[config.mk]
export PLATFORM = sky130hd
export DESIGN_NAME = controle_separacao
export DESIGN_NICKNAME = d
export VERILOG_FILES = /design/src/rtl/controle_separacao.sv
export SDC_FILE = /design/constraint.sdc
export NUM_CORES = 1
export LEC_CHECK = 0
export CELL_PAD_IN_SITES_DETAIL_PLACEMENT = 1
export CELL_PAD_IN_SITES_GLOBAL_PLACEMENT = 2
export CORE_ASPECT_RATIO = 1.25
export CORE_UTILIZATION = 37
export DETAILED_ROUTE_END_ITERATION = 10
export DONT_BUFFER_PORTS = 1
export GPL_ROUTABILITY_DRIVEN = 0
export GPL_TIMING_DRIVEN = 0
export PLACE_DENSITY_LB_ADDON = 0.2
export SLEW_MARGIN = 20
export SYNTH_ARGS = -nofsm -noshare
export SYNTH_HDL_FRONTEND = slang
export SYNTH_SLANG_ARGS = --single-unit
[constraint.sdc]
create_clock -name clock -period 2.1 [get_ports clock]
set_input_delay 0.21 -clock clock [delete_from_list [all_inputs] [get_ports clock]]
set_output_delay 0.21 -clock clock [all_outputs]
set_load 0.05 [all_outputs]
[src/rtl/controle_separacao.sv]
// ============================================================================
// controle_separacao : waste-sorting gate sequencer with bin occupancy shadows
// Option macro: SEPARACAO_PRIORIDADE_EN (fixed NREC priority).  Rev 1.0
// ============================================================================
`default_nettype none

module controle_separacao #(
   parameter int GATE_CYCLES = 4,
   parameter int CAP         = 7,
   parameter int CNT_W       = 3
) (
   input  logic             clock,
   input  logic             clear,
   input  logic             det_rec,
   input  logic             det_nrec,
   input  logic             esvaziar_rec,
   input  logic             esvaziar_nrec,
   output logic             gate_rec,
   output logic             gate_nrec,
   output logic             inc_rec,
   output logic             inc_nrec,
   output logic [CNT_W-1:0] cnt_rec,
   output logic [CNT_W-1:0] cnt_nrec,
   output logic             full_rec,
   output logic             full_nrec,
   output logic             busy,
   output logic             err_drop
);

   localparam int               c_TW    = (GATE_CYCLES > 1) ? $clog2(GATE_CYCLES) : 1;
   localparam logic [c_TW-1:0]  c_TLAST = c_TW'(GATE_CYCLES - 1);
   localparam logic [CNT_W-1:0] c_CAP   = CNT_W'(CAP);
   localparam logic [CNT_W-1:0] c_ONE   = CNT_W'(1);

   typedef enum logic [1:0] {
      S_IDLE      = 2'd0,
      S_OPEN_REC  = 2'd1,
      S_OPEN_NREC = 2'd2,
      S_GAP       = 2'd3
   } state_t;

   state_t           r_state;
   logic [c_TW-1:0]  r_timer;
   logic             r_pend_rec;
   logic             r_pend_nrec;
   logic [CNT_W-1:0] r_cnt_rec;
   logic [CNT_W-1:0] r_cnt_nrec;
   logic             r_err;
`ifndef SEPARACAO_PRIORIDADE_EN
   logic             r_ultimo_nrec;
`endif

   logic w_idle;
   logic w_pick_rec;
   logic w_pick_nrec;
   logic w_full_rec;
   logic w_full_nrec;
   logic w_grant_rec;
   logic w_grant_nrec;
   logic w_refuse_rec;
   logic w_refuse_nrec;
   logic w_drop_rec;
   logic w_drop_nrec;
   logic w_last_tick;

   assign w_idle      = (r_state == S_IDLE);
   assign w_full_rec  = (r_cnt_rec == c_CAP);
   assign w_full_nrec = (r_cnt_nrec == c_CAP);
   assign w_last_tick = (r_timer == c_TLAST);

`ifdef SEPARACAO_PRIORIDADE_EN
   assign w_pick_rec  = w_idle & r_pend_rec & ~r_pend_nrec;
   assign w_pick_nrec = w_idle & r_pend_nrec;
`else
   // With both pending, serve the class that was not granted last.
   assign w_pick_rec  = w_idle & r_pend_rec  & (~r_pend_nrec | r_ultimo_nrec);
   assign w_pick_nrec = w_idle & r_pend_nrec & (~r_pend_rec  | ~r_ultimo_nrec);
`endif

   assign w_grant_rec   = w_pick_rec  & ~w_full_rec;
   assign w_grant_nrec  = w_pick_nrec & ~w_full_nrec;
   assign w_refuse_rec  = w_pick_rec  & w_full_rec;
   assign w_refuse_nrec = w_pick_nrec & w_full_nrec;

   // A selection consumes the old request, so a coincident detection is not a drop.
   assign w_drop_rec  = det_rec  & r_pend_rec  & ~w_pick_rec;
   assign w_drop_nrec = det_nrec & r_pend_nrec & ~w_pick_nrec;

   assign gate_rec  = (r_state == S_OPEN_REC);
   assign gate_nrec = (r_state == S_OPEN_NREC);
   assign inc_rec   = gate_rec  & w_last_tick;
   assign inc_nrec  = gate_nrec & w_last_tick;
   assign busy      = ~w_idle;
   assign cnt_rec   = r_cnt_rec;
   assign cnt_nrec  = r_cnt_nrec;
   assign full_rec  = w_full_rec;
   assign full_nrec = w_full_nrec;
   assign err_drop  = r_err;

   always_ff @(posedge clock or posedge clear) begin
      if (clear) begin
         r_state       <= S_IDLE;
         r_timer       <= '0;
         r_pend_rec    <= 1'b0;
         r_pend_nrec   <= 1'b0;
         r_cnt_rec     <= '0;
         r_cnt_nrec    <= '0;
         r_err         <= 1'b0;
`ifndef SEPARACAO_PRIORIDADE_EN
         r_ultimo_nrec <= 1'b1;
`endif
      end else begin
         r_err       <= w_drop_rec | w_drop_nrec | w_refuse_rec | w_refuse_nrec;
         r_pend_rec  <= det_rec  | (r_pend_rec  & ~w_pick_rec);
         r_pend_nrec <= det_nrec | (r_pend_nrec & ~w_pick_nrec);

         // Emptying overrides a coincident increment.
         if (esvaziar_rec)
            r_cnt_rec <= '0;
         else if (inc_rec)
            r_cnt_rec <= r_cnt_rec + c_ONE;

         if (esvaziar_nrec)
            r_cnt_nrec <= '0;
         else if (inc_nrec)
            r_cnt_nrec <= r_cnt_nrec + c_ONE;

         case (r_state)
            S_IDLE: begin
               r_timer <= '0;
               if (w_grant_rec) begin
                  r_state <= S_OPEN_REC;
`ifndef SEPARACAO_PRIORIDADE_EN
                  r_ultimo_nrec <= 1'b0;
`endif
               end else if (w_grant_nrec) begin
                  r_state <= S_OPEN_NREC;
`ifndef SEPARACAO_PRIORIDADE_EN
                  r_ultimo_nrec <= 1'b1;
`endif
               end
            end
            S_OPEN_REC, S_OPEN_NREC: begin
               if (w_last_tick) begin
                  r_state <= S_GAP;
                  r_timer <= '0;
               end else begin
                  r_timer <= r_timer + 1'b1;
               end
            end
            S_GAP:   r_state <= S_IDLE;
            default: r_state <= S_IDLE;
         endcase
      end
   end

endmodule

`default_nettype wire

==> results by group <==
Synth
  • Synth Flop Type: dfrtp_1
  • Yosys reg bits: 14
  • Mapped Area: 797 µm²
  • Syn nets: 92
  • Sequential element share of the synthesized area: 0.441
  • Mean Syn Cell Area: 10.5 µm²
  • Synth cell types: 26
  • Warnings, synthesis: 0
  • Post-synthesis async set-or-reset flop share: 1.00
  • Post-synth EDFFs: 0
  • Post-Synthesis Cells: 76

Floorplan
  • # rows: 18
  • Chip Width: 43.5 µm
  • Chip height: 53.9 µm
  • Die area: 2340 µm²
  • Initial core utilization: 0.398
  • Core Box Area: 2000 µm²
  • I/O Pins: 20

Status
  • Status: finished, violations left
  • Failing checks: design-rule violations

Worst setup path
  • Worst path top cell family by delay: compound AO/OA/AOI/OAI gates
  • CP max FO: 3
  • CP bufs+invs: 0
  • Crit path DAT: 2.17 ns
  • Crit-path max cell delay: 0.55 ns
  • Reg-to-reg slack, setup: 0.10 ns
  • CP startpoint kind: flip-flop
  • Reg2reg end: r_state[0]
  • Crit end category: flip-flop
  • CP Data Required Time: 2.28 ns
  • Worst-path cell chain: ha_1 > ha_4 > and2b_1 > a221oi_4 > a21oi_1 > o32a_1
  • Worst path slowest cell: dfrtp_2
  • R2r startpoint: cnt_rec[0]
  • Worst reg-to-reg path cell count: 6
  • Kind of critical path: flip-flop to flip-flop

GRT
  • Largest net degree at the start of global routing: 15
  • Total gr overflow: 0
  • Global-route wire length before repair: 2680 µm
  • Gr usage total: 0.161
  • Initial antenna violation count: 0
  • Vias in the first global route: 604

Timing
  • Hold Vio Cnt, Final: 0
  • Post-route setup slack: 0.102 ns
  • Unrepaired setup endpoints after global routing: false
  • Highest clock rate: 0.501 GHz
  • Slew @ Worst Pin: 0.569 ns
  • Slew margin rel.: 0.620
  • Final setup TNS: 0 ns
  • Post-route clock period utilization: 0.951
  • Tmin final: 2.00 ns
  • Final setup viols: 0
  • Count of pins over their slew limit: 0
  • Final Skew: 0.00294 ns

Placed design
  • Detailed placer's ending HPWL: 1140 µm
  • Post-place setup slack: -0.0594 ns
  • Inst Count DP: 96
  • I/O Buffers: 0

Power and ir drop
  • Total power: 0.00134 W
  • Worst IR drop on VDD: 0.743 mV
  • Leakage: 0.434 nW
  • PwrDens: 1420 nW/µm²

CTS
  • CTS Buf Count: 3
  • Sink Count: 14
  • Setup Buffers After CTS: 0
  • H-tree depth: 1
  • Clk_lat worst skew: 0.28 ns
  • Longest Clk Path Bufs: 2
  • Clock slew at reported path FFs: 0.09 ns
  • CTS tree: built
  • Clock Root Buffer: clkbuf_4

Drt
  • Vias per cell: 5.55
  • Via count: 577
  • DR WL/cell: 15.1 µm
  • Drt pass-1 iters: 6
  • Iteration-0 DRC Markers: 5
  • Drt drc: 4
  • Antenna Nets Post-Route: 0
  • Total Wirelength: 1570 µm

Cells and area
  • Reg area: 358 µm²
  • Layout area overhead: 18.4%
  • # fillers: 237
  • Non-Filler Instances: 104
  • Share of cells above drive strength 1: 0.274
  • Final #Nets: 101
  • Commonest non-fill, non-tap cells in the layout: nand2_1, dfrtp_1, inv_1, a21oi_1, ha_1
  • Commonest non-fill, non-tap cell in the layout: nand2_1
  • Footprint of the multi-input gates: 447 µm²
  • Diode count: 0

Job
  • Maximum capacitance violations: 0

Hold path
  • Worst min-delay path endpoint: r_pend_nrec
  • Hold Crit Start: det_nrec
  • Worst Hold Class: input port to flip-flop
  • Hold depth: 1
synthesized netlist by cell type, drive strengths merged, types with 2 or more instances:
| master | instances | share of area |
|---|---|---|
| nand2 | 15 | 0.080 |
| inv | 8 | 0.038 |
| mux2 | 2 | 0.033 |
| dfrtp | 13 | 0.41 |
| nor2 | 3 | 0.014 |
| a21o | 3 | 0.030 |
| xor2 | 2 | 0.022 |
| a21oi | 6 | 0.038 |
| ha | 10 | 0.16 |
sequential cells by signal (all words and copies together) (netlist names):
| name | cells |
|---|---|
| cnt_nrec | 3 |
| cnt_rec | 3 |
| r_state | 2 |
| r_timer | 2 |
| err_drop | 1 |
| r_pend_nrec | 1 |
| r_pend_rec | 1 |
| r_ultimo_nrec | 1 |
logic make-up (layout without fill, tap and decap cells):
group,after synthesis,count (layout),synth area share
xor+xnor,2,2,0.0220
mux,2,2,0.0330
flops,14,14,0.441
compound gates,17,17,0.154
simple gates,23,23,0.155
buf+inv,8,16,0.0377
fa+ha+maj,10,10,0.157
how the worst max path moves through the flow:
stage / start / endpoint / slack [ns] / cells after the start
2_1_floorplan: cnt_nrec[0] / r_state[0] / 0.10 / 6
4_1_cts: r_state[0] / inc_nrec / 0.05 / 4
5_1_grt: cnt_rec[0] / r_state[0] / 0.0009 / 6
3_3_place_gp: cnt_nrec[0] / r_state[0] / -0.05 / 6
6_report: cnt_rec[0] / r_state[0] / 0.10 / 6
3_5_place_dp: cnt_nrec[0] / r_state[0] / -0.06 / 6
layout make-up:
type | instances | share of cell area
clock buffers | 4 | 0.0385
inverters | 8 | 0.0398
multi-input cells | 54 | 0.473
flip-flops and latches | 14 | 0.379
well taps | 20 | 0.0265
repair buffers | 4 | 0.0424
through the flow:
stage / utilization / area, µm² / hold WS [ns]
finish: 0.471 / 943 / 0.0157
detailed placement: 0.414 / 830 / 0.191
floorplan: - / 805 / 0.0984
CTS: 0.461 / 925 / 0.00541
global route: 0.471 / 943 / 0.0134
global placement: 0.414 / 830 / 0.183
timing repair:
action | in CTS | in global routing
endpoints found under the setup margin | 4 | 4
hold buffers | 4 | 0
resized for setup | 6 | 3
hold endpoints to repair | 20 | 0
report_power, final:
group	switching, W	internal [W]	total [W]
sequential	0.000113	0.000354	0.000468
combinational	0.000399	0.000275	0.000674
clock	0.0000920	0.000106	0.000198
worst reg2reg max path, cell delays in order, from the launching register on:
cell and delay (ns):
dfrtp_2 0.55, ha_1 0.25, ha_4 0.26, and2b_1 0.26
a221oi_4 0.31, a21oi_1 0.09, o32a_1 0.18
per-layer routing:
layer,vias up,wire (µm),track usage
met3,4,103,0.0604
met5,-,0,0
met4,0,25,0.0938
met1,280,630,0.179
met2,16,807,0.265
li1,277,-,-
(Power assumes the default switching activity.)
